[config.mk]
export PLATFORM = sky130hd
export DESIGN_NAME = alu_seq_mc
export DESIGN_NICKNAME = d
export VERILOG_FILES = /design/src/rtl/alu_seq_pkg.sv /design/src/rtl/alu_seq_mc_mul.sv /design/src/rtl/alu_seq_mc.sv
export SDC_FILE = /design/constraint.sdc
export NUM_CORES = 1
export LEC_CHECK = 0
export BUFFER_PORTS_ARGS = -buffer_cell sky130_fd_sc_hd__buf_2
export CAP_MARGIN = 20
export CORE_AREA = 2 2 140 142
export DETAILED_ROUTE_END_ITERATION = 6
export DIE_AREA = 0 0 142 144
export PLACE_DENSITY = 0.79
export SLEW_MARGIN = 20
export SYNTH_ARGS = -nofsm -noshare
export SYNTH_HDL_FRONTEND = slang
export SYNTH_HIERARCHICAL = 1
export SYNTH_SLANG_ARGS = --single-unit
[constraint.sdc]
create_clock -name clk -period 7.6 [get_ports clk]
set_input_delay 0.76 -clock clk [delete_from_list [all_inputs] [get_ports clk]]
set_output_delay 0.76 -clock clk [all_outputs]
set_load 0.01 [all_outputs]
[src/rtl/alu_seq_pkg.sv]
// -----------------------------------------------------------------------------
// alu_seq_pkg
// Shared definitions for the registered sequential ALU (alu_seq_mc):
//   - 4-bit opcode encodings (codes 13-15 are illegal)
//   - FSM state encoding (IDLE / BUSY / DONE)
//   - flag bundle held in the output register alongside the result
// -----------------------------------------------------------------------------
package alu_seq_pkg;

   localparam logic [3:0] OP_SGE   = 4'd0;
   localparam logic [3:0] OP_PASSB = 4'd1;
   localparam logic [3:0] OP_MUL   = 4'd2;
   localparam logic [3:0] OP_SGT   = 4'd3;
   localparam logic [3:0] OP_XNOR  = 4'd4;
   localparam logic [3:0] OP_SLL   = 4'd5;
   localparam logic [3:0] OP_SLTU  = 4'd6;
   localparam logic [3:0] OP_OR    = 4'd7;
   localparam logic [3:0] OP_ADD   = 4'd8;
   localparam logic [3:0] OP_SUB   = 4'd9;
   localparam logic [3:0] OP_AND   = 4'd10;
   localparam logic [3:0] OP_SRL   = 4'd11;
   localparam logic [3:0] OP_SRA   = 4'd12;

   localparam logic [1:0] ST_IDLE = 2'd0;
   localparam logic [1:0] ST_BUSY = 2'd1;
   localparam logic [1:0] ST_DONE = 2'd2;

   typedef struct packed {
      logic carry;
      logic zero;
      logic ovf;
      logic sign;
      logic err;
   } flags_t;

endpackage

[src/rtl/alu_seq_mc_mul.sv]
// -----------------------------------------------------------------------------
// alu_mul_iter
// Iterative unsigned shift-add multiplier, one partial-product step per cycle.
// Ports:
//   clk_i    clock, rising edge
//   rst_ni   asynchronous active-low reset
//   start_i  latch operands and begin (one-cycle pulse)
//   a_i/b_i  operands, sampled only while start_i is high
//   done_o   one-cycle pulse, high in the cycle after the final step
//   prod_o   full 2*WIDTH product, valid while done_o is high
// The multiplier runs WIDTH steps; done_o rises WIDTH edges after start.
// -----------------------------------------------------------------------------
module alu_mul_iter #(
   parameter int WIDTH = 16
) (
   input  logic               clk_i,
   input  logic               rst_ni,
   input  logic               start_i,
   input  logic [WIDTH-1:0]   a_i,
   input  logic [WIDTH-1:0]   b_i,
   output logic               done_o,
   output logic [2*WIDTH-1:0] prod_o
);

   localparam int CW = $clog2(WIDTH);

   logic [2*WIDTH-1:0] acc_q, acc_d;
   logic [2*WIDTH-1:0] mcand_q, mcand_d;
   logic [WIDTH-1:0]   mplier_q, mplier_d;
   logic [CW-1:0]      cnt_q, cnt_d;
   logic               busy_q, busy_d;
   logic               done_q, done_d;

   always_comb begin
      acc_d    = acc_q;
      mcand_d  = mcand_q;
      mplier_d = mplier_q;
      cnt_d    = cnt_q;
      busy_d   = busy_q;
      done_d   = 1'b0;
      if (start_i) begin
         acc_d    = '0;
         mcand_d  = {{WIDTH{1'b0}}, a_i};
         mplier_d = b_i;
         cnt_d    = '0;
         busy_d   = 1'b1;
      end else if (busy_q) begin
         // Multiplicand walks left while the multiplier walks right, so the
         // bit under test is always mplier_q[0].
         if (mplier_q[0]) acc_d = acc_q + mcand_q;
         mcand_d  = mcand_q << 1;
         mplier_d = mplier_q >> 1;
         cnt_d    = cnt_q + 1'b1;
         if (cnt_q == CW'(WIDTH - 1)) begin
            busy_d = 1'b0;
            done_d = 1'b1;
         end
      end
   end

   always_ff @(posedge clk_i or negedge rst_ni) begin
      if (!rst_ni) begin
         acc_q    <= '0;
         mcand_q  <= '0;
         mplier_q <= '0;
         cnt_q    <= '0;
         busy_q   <= 1'b0;
         done_q   <= 1'b0;
      end else begin
         acc_q    <= acc_d;
         mcand_q  <= mcand_d;
         mplier_q <= mplier_d;
         cnt_q    <= cnt_d;
         busy_q   <= busy_d;
         done_q   <= done_d;
      end
   end

   assign done_o = done_q;
   assign prod_o = acc_q;

endmodule

[src/rtl/alu_seq_mc.sv]
// -----------------------------------------------------------------------------
// alu_seq_mc
// Registered ALU with valid/ready handshakes on both sides.
// Ports:
//   clk, rst_n            clock (rising edge), async active-low reset
//   in_valid / in_ready   operation handshake; opcode/input1/input2/shiftValue
//                         are sampled only on the accept edge
//   out_valid / out_ready result handshake; result and flags held while
//                         out_valid=1 and out_ready=0
//   result, carryFlag, zeroFlag, overFlowFlag, signFlag, op_err
//                         registered result bundle
//   dbg_state_o           current FSM state (IDLE/BUSY/DONE encoding)
// Handshake: a transfer happens on a rising edge where valid and ready are
// both high; valid never depends on ready, ready is combinational from state
// and out_ready only.
// -----------------------------------------------------------------------------
module alu_seq_mc
   import alu_seq_pkg::*;
#(
   parameter  int WIDTH    = 16,
   parameter  int MUL_ITER = 1,
   localparam int SHW      = $clog2(WIDTH)
) (
   input  logic             clk,
   input  logic             rst_n,
   input  logic             in_valid,
   output logic             in_ready,
   input  logic [3:0]       opcode,
   input  logic [WIDTH-1:0] input1,
   input  logic [WIDTH-1:0] input2,
   input  logic [SHW-1:0]   shiftValue,
   output logic             out_valid,
   input  logic             out_ready,
   output logic [WIDTH-1:0] result,
   output logic             carryFlag,
   output logic             zeroFlag,
   output logic             overFlowFlag,
   output logic             signFlag,
   output logic             op_err,
   output logic [1:0]       dbg_state_o
);

   localparam bit ITER = (MUL_ITER != 0);

   logic [1:0]         state_q, state_d;
   logic [WIDTH-1:0]   result_q, result_d;
   flags_t             flags_q, flags_d;
   logic               accept, mul_start, mul_done;
   logic [2*WIDTH-1:0] iter_prod, prod_1c;
   logic [WIDTH-1:0]   alu_res, mul_res;
   flags_t             alu_flg, mul_flg;
   logic [WIDTH:0]     sll_w, srl_w, add_w, sub_w;
   logic signed [WIDTH:0] sra_w;
   logic               sh_big;

   // rst_n is folded in so in_ready is low for the whole reset assertion.
   assign in_ready = rst_n & ((state_q == ST_IDLE) | ((state_q == ST_DONE) & out_ready));
   assign accept   = in_valid & in_ready;

   // Constant-folds away when the iterative multiplier is used.
   assign prod_1c = ITER ? '0 : ({{WIDTH{1'b0}}, input1} * {{WIDTH{1'b0}}, input2});

   always_comb begin
      alu_res = '0;
      alu_flg = '0;
      // Shifts are widened by one bit so the last bit shifted out lands in
      // the extra position; a zero shift leaves that position 0.
      sll_w  = {1'b0, input1} << shiftValue;
      srl_w  = {input1, 1'b0} >> shiftValue;
      sra_w  = $signed({input1, 1'b0}) >>> shiftValue;
      add_w  = {1'b0, input1} + {1'b0, input2};
      sub_w  = {1'b0, input1} - {1'b0, input2};   // top bit is the borrow
      sh_big = (int'(shiftValue) >= WIDTH);       // only reachable for non-power-of-2 WIDTH
      case (opcode)
         OP_SGE:   alu_res = {{(WIDTH-1){1'b0}}, ($signed(input1) >= $signed(input2))};
         OP_PASSB: alu_res = input2;
         OP_MUL: begin
            alu_res       = prod_1c[WIDTH-1:0];
            alu_flg.carry = |prod_1c[2*WIDTH-1:WIDTH];
         end
         OP_SGT:   alu_res = {{(WIDTH-1){1'b0}}, ($signed(input1) > $signed(input2))};
         OP_XNOR:  alu_res = ~(input1 ^ input2);
         OP_SLL: begin
            alu_res       = sh_big ? '0 : sll_w[WIDTH-1:0];
            alu_flg.carry = sh_big ? 1'b0 : sll_w[WIDTH];
         end
         OP_SLTU:  alu_res = {{(WIDTH-1){1'b0}}, (input1 < input2)};
         OP_OR:    alu_res = input1 | input2;
         OP_ADD: begin
            alu_res       = add_w[WIDTH-1:0];
            alu_flg.carry = add_w[WIDTH];
            alu_flg.ovf   = (input1[WIDTH-1] == input2[WIDTH-1]) &&
                            (add_w[WIDTH-1] != input1[WIDTH-1]);
         end
         OP_SUB: begin
            alu_res       = sub_w[WIDTH-1:0];
            alu_flg.carry = sub_w[WIDTH];
            alu_flg.ovf   = (input1[WIDTH-1] != input2[WIDTH-1]) &&
                            (sub_w[WIDTH-1] != input1[WIDTH-1]);
         end
         OP_AND:   alu_res = input1 & input2;
         OP_SRL: begin
            alu_res       = sh_big ? '0 : srl_w[WIDTH:1];
            alu_flg.carry = sh_big ? 1'b0 : srl_w[0];
         end
         OP_SRA: begin
            alu_res       = sh_big ? {WIDTH{input1[WIDTH-1]}} : sra_w[WIDTH:1];
            alu_flg.carry = sh_big ? 1'b0 : sra_w[0];
         end
         default:  alu_flg.err = 1'b1;
      endcase
      alu_flg.zero = (alu_res == '0);
      alu_flg.sign = alu_res[WIDTH-1];
   end

   // Result bundle for a completed iterative multiply.
   always_comb begin
      mul_res       = iter_prod[WIDTH-1:0];
      mul_flg       = '0;
      mul_flg.carry = |iter_prod[2*WIDTH-1:WIDTH];
      mul_flg.zero  = (mul_res == '0);
      mul_flg.sign  = mul_res[WIDTH-1];
   end

   always_comb begin
      state_d   = state_q;
      result_d  = result_q;
      flags_d   = flags_q;
      mul_start = 1'b0;
      case (state_q)
         ST_IDLE: ;
         ST_BUSY: begin
            if (mul_done) begin
               state_d  = ST_DONE;
               result_d = mul_res;
               flags_d  = mul_flg;
            end
         end
         ST_DONE: if (out_ready) state_d = ST_IDLE;
         default: state_d = ST_IDLE;
      endcase
      // accept is only possible in IDLE or in DONE while the result leaves,
      // so it overrides the per-state choice above.
      if (accept) begin
         if ((opcode == OP_MUL) && ITER) begin
            state_d   = ST_BUSY;
            mul_start = 1'b1;
         end else begin
            state_d  = ST_DONE;
            result_d = alu_res;
            flags_d  = alu_flg;
         end
      end
   end

   always_ff @(posedge clk or negedge rst_n) begin
      if (!rst_n) begin
         state_q  <= ST_IDLE;
         result_q <= '0;
         flags_q  <= '0;
      end else begin
         state_q  <= state_d;
         result_q <= result_d;
         flags_q  <= flags_d;
      end
   end

   generate
      if (ITER) begin : g_mul_iter
         alu_mul_iter #(.WIDTH(WIDTH)) u_mul (
            .clk_i   (clk),
            .rst_ni  (rst_n),
            .start_i (mul_start),
            .a_i     (input1),
            .b_i     (input2),
            .done_o  (mul_done),
            .prod_o  (iter_prod)
         );
      end else begin : g_mul_1c
         assign mul_done  = 1'b0;
         assign iter_prod = '0;
      end
   endgenerate

   assign out_valid    = (state_q == ST_DONE);
   assign result       = result_q;
   assign carryFlag    = flags_q.carry;
   assign zeroFlag     = flags_q.zero;
   assign overFlowFlag = flags_q.ovf;
   assign signFlag     = flags_q.sign;
   assign op_err       = flags_q.err;
   assign dbg_state_o  = state_q;

endmodule

; Word-level counts from Yosys, hierarchy flattened
; Cells that the tools add are included.
[word_totals]
output_inout_bits = 25
in_bits = 44
regBits = 109
word_cells = 99
[op_classes]
n_eq_ne = 22
reduce_logical = 12
n_bitwise = 8
muxes = 34
n_lt_le_gt_ge = 3
add_sub_neg = 4
n_shift = 3
[ops]
columns = operator, count
row1 = one-hot mux 16 bit (12 select lines), 1
row2 = two-way mux 32 bit, 5
row3 = two-way mux 16 bit, 6
row4 = adder 32 bit, 1
row5 = logical NOT 16 bit, 2
row6 = == test 4 bit (second input constant), 6
row7 = two-way mux 5 bit, 4
row8 = adder 16 x 16 -> 17 bit, 1
row9 = << shifter 16 x 4 -> 17 bit, 1
row10 = right shift 17 x 4 -> 17 bit, 1
row11 = >>> shifter 17 x 4 -> 17 bit, 1
row12 = subtractor 16 x 16 -> 17 bit, 1
row13 = AND 16 bit, 1
row14 = == test 4 x 3 -> 1 bit (second input constant), 4
row15 = >= comparator 16 bit, 1
row16 = > comparator 16 bit, 1
row17 = < comparator 16 bit, 1
row18 = inverter 16 bit, 1
row19 = OR 16 bit, 1
row20 = OR reduction 16 bit, 1
row21 = XOR 16 bit, 1
row22 = OR reduction 12 bit, 1
row23 = two-way mux 1 bit, 9
row24 = == test 4 x 2 -> 1 bit (second input constant), 2
row25 = 22 further kinds, 32

; Logic depth before layout (Yosys ltp)
; Gate-level depths: netlist of the first run.
[depth]
depth_word = 8
mapped_depth = 13
depth_no_buf = 12

; Hierarchy
; Netlist of the first run, hierarchy kept.
[modules_own_cells]
columns = mod, cells_per_inst, n_inst, area_per_inst_um2, seq_area_each_um2
row1 = alu_seq_mc, 813, 1, 6019.5, 575.6
row2 = alu_mul_iter, 581, 1, 5287.6, 2152.1

; Worst setup path after synthesis of the first run
; Ideal clock, no wire load.
[synth_timing]
path_kind = input port to flip-flop
from = input input1[1]
to = register flags_q (netlist bit zeroFlag)
arrival_ns = 3.296
path_buffers = 1
stages = 12
setup_slack_ns = 4.184
required_ns = 7.480
setup_ns = 0.120
cell_sequence = clkbuf_1 inv_1 ha_1 a211o_1 a21o_1 a211o_1 a211oi_2 o21bai_1 a211o_1 a31oi_1 nor3_1 a31o_1
[synth_lines]
columns = element, line
row1 = from (decl), alu_seq_mc.sv:29  ; input logic [WIDTH-1:0] input1,
row2 = to (signal assigned), alu_seq_mc.sv:164  ; flags_q <= flags_d;
row3 = to (decl), alu_seq_mc.sv:47  ; flags_t flags_q, flags_d;

==> results of run 1 <==
## stage by stage
| stage | instances | worst slack [ns] | area, um^2 | util | power (W) |
|---|---|---|---|---|---|
| CTS | 1641 | 3.93 | 12000 | 0.629 | 0.00365 |
| detailed placement | 1625 | 3.58 | 11700 | 0.613 | 0.00314 |
| global route | 1641 | 3.68 | 12000 | 0.629 | 0.00395 |
| floorplan | 1394 | 4.18 | 11300 | - | 0.00263 |
| global placement | 1625 | 3.69 | 11700 | 0.613 | 0.00309 |
| finish | 1641 | 3.86 | 12000 | 0.629 | 0.00368 |
## metal layers
layer  global-route usage  vias up  routed length, um  share of wire
li1                     -     5166                  -              -
met1                0.497     5321              15800           0.42
met2                0.574      651              16700           0.44
met3               0.0596      103               3530          0.094
met4                0.158        0               1610          0.043
met5                    0        -                  0              0
## final timing paths
kind | slack (ns) | depth (start not counted) | endpoint
max | 3.86 | 13 | zeroFlag
min | 0.42 | 1 | g_mul_iter.u_mul/mcand_q[18]
max reg2reg | 4.51 | 8 | g_mul_iter.u_mul/prod_o[26]
min reg2reg | 0.52 | 2 | op_err
max in group asynchronous | 5.97 | 2 | g_mul_iter.u_mul/busy_q
min in group clk | 0.52 | 2 | op_err
## layout by cell type, fill, tap and decap left out, drive strengths merged, types with 11 or more instances in the layout
master / Yosys / layout
a211o: 11 / 11
xnor2: 18 / 18
a221oi: 11 / 11
nor4: 12 / 12
dfrtp: 109 / 109
nand3: 35 / 35
inv: 67 / 68
nor2: 112 / 112
mux2: 13 / 13
o22ai: 24 / 24
ha: 88 / 88
mux4: 13 / 13
o21ai: 112 / 112
nor2b: 13 / 13
a211oi: 21 / 21
clkbuf: 54 / 11
a21oi: 105 / 105
buf: 36 / 83
nand2b: 13 / 13
a31oi: 11 / 11
nor3: 24 / 24
nand4: 14 / 14
o211ai: 21 / 21
a21o: 22 / 22
or2: 12 / 12
nand2: 160 / 160
mux2i: 85 / 85
## kinds of logic after synthesis
family,count (synthesis)
xor+xnor,27
mux,111
flops,109
simple gates,454
fa+ha+maj,91
buf+inv,157
compound gates,445
## worst max-delay path, delay by kind of cell
| family | cells | cell delay (ns) |
|---|---|---|
| AO/OA/AOI/OAI | 6 | 1.56 |
| adder cells (fa/ha/maj) | 2 | 0.65 |
| buffers and inverters | 2 | 0.41 |
| AND/OR/NAND/NOR | 3 | 0.64 |
## layout make-up
| cell class | count | area share |
|---|---|---|
| clock buffer | 11 | 0.0202 |
| clock inverter | 5 | 0.00563 |
| inverter | 67 | 0.0210 |
| multi-input combinational | 1128 | 0.663 |
| sequential | 109 | 0.227 |
| tap | 238 | 0.0248 |
| timing repair buffer | 83 | 0.0380 |
## state kept, by name, summed over array words and instances, names as in the netlist, 2 cells and up
name and flops:
g_mul_iter.u_mul/cnt_q 4, dbg_state_o 2, g_mul_iter.u_mul/mcand_q 32, result 16, g_mul_iter.u_mul/mplier_q 16, g_mul_iter.u_mul/prod_o 32
## power breakdown
| group | switching, W | internal [W] |
|---|---|---|
| Sequential | 0.000243 | 0.000824 |
| Combinational | 0.00123 | 0.000894 |
| Clock | 0.000223 | 0.000269 |
| Total | 0.00170 | 0.00199 |
## synth_stat cells (all sizes together) (22+ instances only)
library cell,n,area [um^2]
nor2,112,420
inv,67,251
a21o,22,165
clkbuf,54,203
mux2i,85,851
ha,88,1100
nand3,35,175
nand2,160,603
nor3,24,131
buf,36,201
dfrtp,109,2730
o21ai,112,564
a21oi,105,526
o22ai,24,150
==> results.sh, run 1 <==
export IMPL_root_buffer="clkbuf_16"
export IMPL_layout_nets=1533
export IMPL_end_kind="flop"
export IMPL_portBuffers=68
export IMPL_postCtsSetupBuffers=0
export IMPL_drt_iter0_markers=1268
export IMPL_grt_max_degree=115
export IMPL_num_vias=11200
export IMPL_critPathMaxFanout=10
export IMPL_grt_usage=0.365
export IMPL_yosysSeqAreaShare=0.241
export IMPL_clock_sinks=109
export IMPL_worst_setup_path_type="primary input to flop"
export IMPL_ctsHoldBuffers=0
export IMPL_crit_start="input1[0]"
export IMPL_insertion_delay_ns=0.36
export IMPL_cts_htree_levels=3
export IMPL_synthXorXnorAreaFrac=0.0209
export IMPL_path_clk_slew_ns=0.08
export IMPL_ys_seq_elements=109
export IMPL_relSlewSlack=0.264
export IMPL_hold_viol_final=0
export IMPL_multiInputGateArea_um2=7960
export IMPL_antenna_found_initial=0
export IMPL_area_delta_synth_final_pct=6.13
export IMPL_grt_remaining_overflow=0
export IMPL_cp_slowest_cell="fa_1"
export IMPL_synth_top_family_by_area="compound AO/OA/AOI/OAI gates"
export IMPL_yosys_area_share_simple=0.197
export IMPL_grt_pass1_wl_um=58100
export IMPL_start_util=0.593
export IMPL_muxShareOfSynthArea=0.115
export IMPL_p_leak_nw=5.42
export IMPL_arrival_ns=4.02
export IMPL_grt_pass1_vias=10200
export IMPL_dieWidth_um=142
export IMPL_finalCritPeriodShare=0.492
export IMPL_maxCapViolations=0
export IMPL_cpPeakStageDelay_ns=0.41
export IMPL_final_antenna_net_count=0
export IMPL_syn_nets=1529
export IMPL_async_reset_ff_frac=1.00
export IMPL_report_final_slew_viol_count=0
export IMPL_synth_edf_count=0
export IMPL_cts_tree="yes"
export IMPL_seqCellArea_um2=2730
export IMPL_syn_area_per_cell_um2=8.11
export IMPL_drt_pass1_iterations=7
export IMPL_tightest_slew_ns=1.10
export IMPL_ir_drop_uv=153
export IMPL_cp_start_kind="primary input"
export IMPL_num_rows=51
export IMPL_ys_flop_type="dfrtp_1"
export IMPL_r2r_start="dbg_state_o[0]"
export IMPL_post_drt_wl_per_cell_um=23.0
export IMPL_synth_cell_type_count=96
export IMPL_worstPathRequired_ns=7.88
export IMPL_fmax_mhz=268
export IMPL_die_area_um2=20400
export IMPL_path_cells="buf_2 -> inv_1 -> ha_1 -> fa_1 -> or2_2 -> a221oi_1 -> o211a_1 -> o21ai_0 -> nand3_1 -> nor3b_1 -> o211ai_1 -> a2111oi_2 -> a31o_1"
export IMPL_gp_congestion=1.00
export IMPL_drc=0
export IMPL_synth_adder_area_share=0.103
export IMPL_core_um2=19100
export IMPL_min_period_ns=3.74
export IMPL_netlist_area_um2=11300
export IMPL_place_hpwl_um=27700
export IMPL_layout_drive_gt1_share=0.117
export IMPL_outcome="finished clean"
export IMPL_diodes=0
export IMPL_synthCells=1394
export IMPL_synth_yosys_warnings=6
export IMPL_tns_ns=0
export IMPL_num_io_pins=69
export IMPL_setup_viol=0
export IMPL_clock_skew_ns=0.0147
export IMPL_finalWirelength_um=37700
export IMPL_clockBufferDepth=2
export IMPL_rsz0062_at_grt="false"
export IMPL_die_h_um=144
export IMPL_cts_buffers=9
export IMPL_routed_via_density=6.85
export IMPL_fillers=1710
export IMPL_whs_ns=0.424
export IMPL_hp_class="primary input to async pin"
export IMPL_ctsResizeCount=0
export IMPL_power_density_nw_per_um2=307
export IMPL_synth_compound_area_share=0.266
Power figures use the tool's default switching activity.
==> run 2: changes to the inputs <==
--- a/config.mk
+++ b/config.mk
@@ -7,10 +7,10 @@
 export LEC_CHECK = 0
 export BUFFER_PORTS_ARGS = -buffer_cell sky130_fd_sc_hd__buf_2
 export CAP_MARGIN = 20
-export CORE_AREA = 2 2 140 142
+export CORE_AREA = 2 2 144 146
 export DETAILED_ROUTE_END_ITERATION = 6
-export DIE_AREA = 0 0 142 144
-export PLACE_DENSITY = 0.79
+export DIE_AREA = 0 0 146 148
+export PLACE_DENSITY = 0.78
 export SLEW_MARGIN = 20
 export SYNTH_ARGS = -nofsm -noshare
 export SYNTH_HDL_FRONTEND = slang
==> constraint.sdc (replaced) <==
create_clock -name clk -period 3.1 [get_ports clk]
set_input_delay 0.31 -clock clk [delete_from_list [all_inputs] [get_ports clk]]
set_output_delay 0.31 -clock clk [all_outputs]
set_load 0.01 [all_outputs]
==> results.sh, run 2 (synthesis gave the netlist of run 1 again) <==
export IMPL_cp_slowest_cell="dfrtp_1"
export IMPL_layout_nets=1671
export IMPL_report_final_slew_viol_count=0
export IMPL_outcome="finished clean"
export IMPL_r2r_start="g_mul_iter.u_mul/prod_o[0]"
export IMPL_design_area_um2=13100
export IMPL_drt_iter0_markers=1466
export IMPL_worstPathRequired_ns=3.35
export IMPL_final_common_cell="nand2_1"
export IMPL_final_antenna_net_count=0
export IMPL_whs_ns=0.0706
export IMPL_hp_class="primary input to async pin"
export IMPL_hold_viol_final=0
export IMPL_ctsHoldBuffers=0
export IMPL_cp_depth=11
export IMPL_routed_via_density=6.58
export IMPL_rr_worst_depth=11
export IMPL_total_power_w=0.00938
export IMPL_cts_buffers=9
export IMPL_postCtsSetupBuffers=0
export IMPL_r2r_end="g_mul_iter.u_mul/prod_o[28]"
export IMPL_grt_max_degree=76
export IMPL_root_buffer="clkbuf_16"
export IMPL_diodes=0
export IMPL_clockBufferDepth=2
export IMPL_reg2reg_slack_ns=0.17
export IMPL_ir_drop_uv=433
export IMPL_p_leak_nw=6.09
export IMPL_fmax_mhz=342
export IMPL_end_kind="flop"
export IMPL_portBuffers=68
export IMPL_grt_pass1_wl_um=63200
export IMPL_path_cells="ha_1 -> inv_1 -> fa_1 -> nor2b_4 -> o31a_4 -> nor3_4 -> o21ai_2 -> a2111oi_4 -> nor3_1 -> a2111o_1 -> o211a_1"
export IMPL_arrival_ns=3.18
export IMPL_crit_start="g_mul_iter.u_mul/prod_o[0]"
export IMPL_layout_drive_gt1_share=0.197
export IMPL_place_hpwl_um=32100
export IMPL_dieWidth_um=146
export IMPL_cts_tree="yes"
export IMPL_insertion_delay_ns=0.36
export IMPL_clock_sinks=109
export IMPL_cts_htree_levels=3
export IMPL_worst_setup_path_type="flop to flop"
export IMPL_grt_remaining_overflow=0
export IMPL_die_h_um=148
export IMPL_rsz0062_at_grt="false"
export IMPL_path_clk_slew_ns=0.08
export IMPL_cp_top_family="compound AO/OA/AOI/OAI gates"
export IMPL_critPathMaxFanout=4
export IMPL_path_buf_inv=1
export IMPL_start_util=0.564
export IMPL_cpPeakStageDelay_ns=0.43
export IMPL_setup_viol=0
export IMPL_cp_endpoint="g_mul_iter.u_mul/prod_o[28]"
export IMPL_maxCapViolations=0
export IMPL_relSlewSlack=0.404
export IMPL_tightest_slew_ns=0.894
export IMPL_mostFrequentLayoutCells="nand2_1, buf_4, nor2_1"
export IMPL_num_io_pins=69
export IMPL_place_area_um2=12800
export IMPL_core_um2=20000
export IMPL_min_period_ns=2.93
export IMPL_num_vias=11900
export IMPL_die_area_um2=21600
export IMPL_drt_pass1_iterations=6
export IMPL_antenna_found_initial=0
export IMPL_grt_pass1_vias=11000
export IMPL_power_density_nw_per_um2=714
export IMPL_clock_skew_ns=0.00686
export IMPL_finalWirelength_um=40900
export IMPL_num_rows=52
export IMPL_area_delta_synth_final_pct=16.2
export IMPL_gp_congestion=1.08
export IMPL_finalCritPeriodShare=0.944
export IMPL_cp_start_kind="flop"
export IMPL_grt_usage=0.376
export IMPL_post_drt_wl_per_cell_um=22.6
export IMPL_drc=0
[run 2: worst min-delay path by stage]
stage	start	end	slack (ns)	depth (start not counted)
2_1_floorplan	rst_n	carryFlag	0.01	0
3_3_place_gp	rst_n	g_mul_iter.u_mul/prod_o[14]	0.46	2
5_1_grt	rst_n	g_mul_iter.u_mul/prod_o[13]	0.11	2
4_1_cts	rst_n	g_mul_iter.u_mul/prod_o[15]	0.08	2
3_5_place_dp	rst_n	g_mul_iter.u_mul/prod_o[14]	0.47	2
6_report	rst_n	g_mul_iter.u_mul/prod_o[14]	0.07	2
[run 2: what timing repair did]
item	in CTS	in global routing
endpoints found under the setup margin	0	3
hold endpoints to repair	0	0
resized for setup	0	3
[run 2: routing by layer]
metal  part of all wire  vias to the layer above  GRT usage
met1               0.42                     5610      0.517
met2               0.43                      736      0.566
met3               0.11                      114     0.0954
met5                  0                        -          0
li1                   -                     5451          -
met4              0.048                        0      0.156
[run 2: layout make-up]
class	count	area [um^2]
clock buffers	10	229
well taps	270	338
multi-input cells	1128	7980
inverters	67	251
fillers	1778	6900
clock inverters	6	81.3
flip-flops and latches	109	2730
repair buffers	221	1530
[run 2: worst register-to-register path, stage by stage, from the launching register on]
cell	delay (ns)
dfrtp_1	0.43
ha_1	0.24
inv_1	0.07
fa_1	0.24
nor2b_4	0.07
o31a_4	0.30
nor3_4	0.26
o21ai_2	0.13
a2111oi_4	0.38
nor3_1	0.16
a2111o_1	0.43
o211a_1	0.11
[run 2: power breakdown]
group	internal, W	switching, W	leakage [nW]
registers	0.00202	0.000542	1.36
clock network	0.000643	0.000560	0.144
logic	0.00240	0.00322	4.58
total	0.00506	0.00432	6.09
[run 2: per-stage QoR]
stage / instances / util / setup TNS [ns] / setup slack, ns
2_1_floorplan: 1394 / - / 0 / 0.134
3_3_place_gp: 1795 / 0.639 / -0.0657 / -0.0657
3_5_place_dp: 1795 / 0.639 / -0.215 / -0.134
4_1_cts: 1811 / 0.654 / 0 / 0.0884
5_1_grt: 1811 / 0.656 / 0 / 0.00741
6_report: 1811 / 0.656 / 0 / 0.172
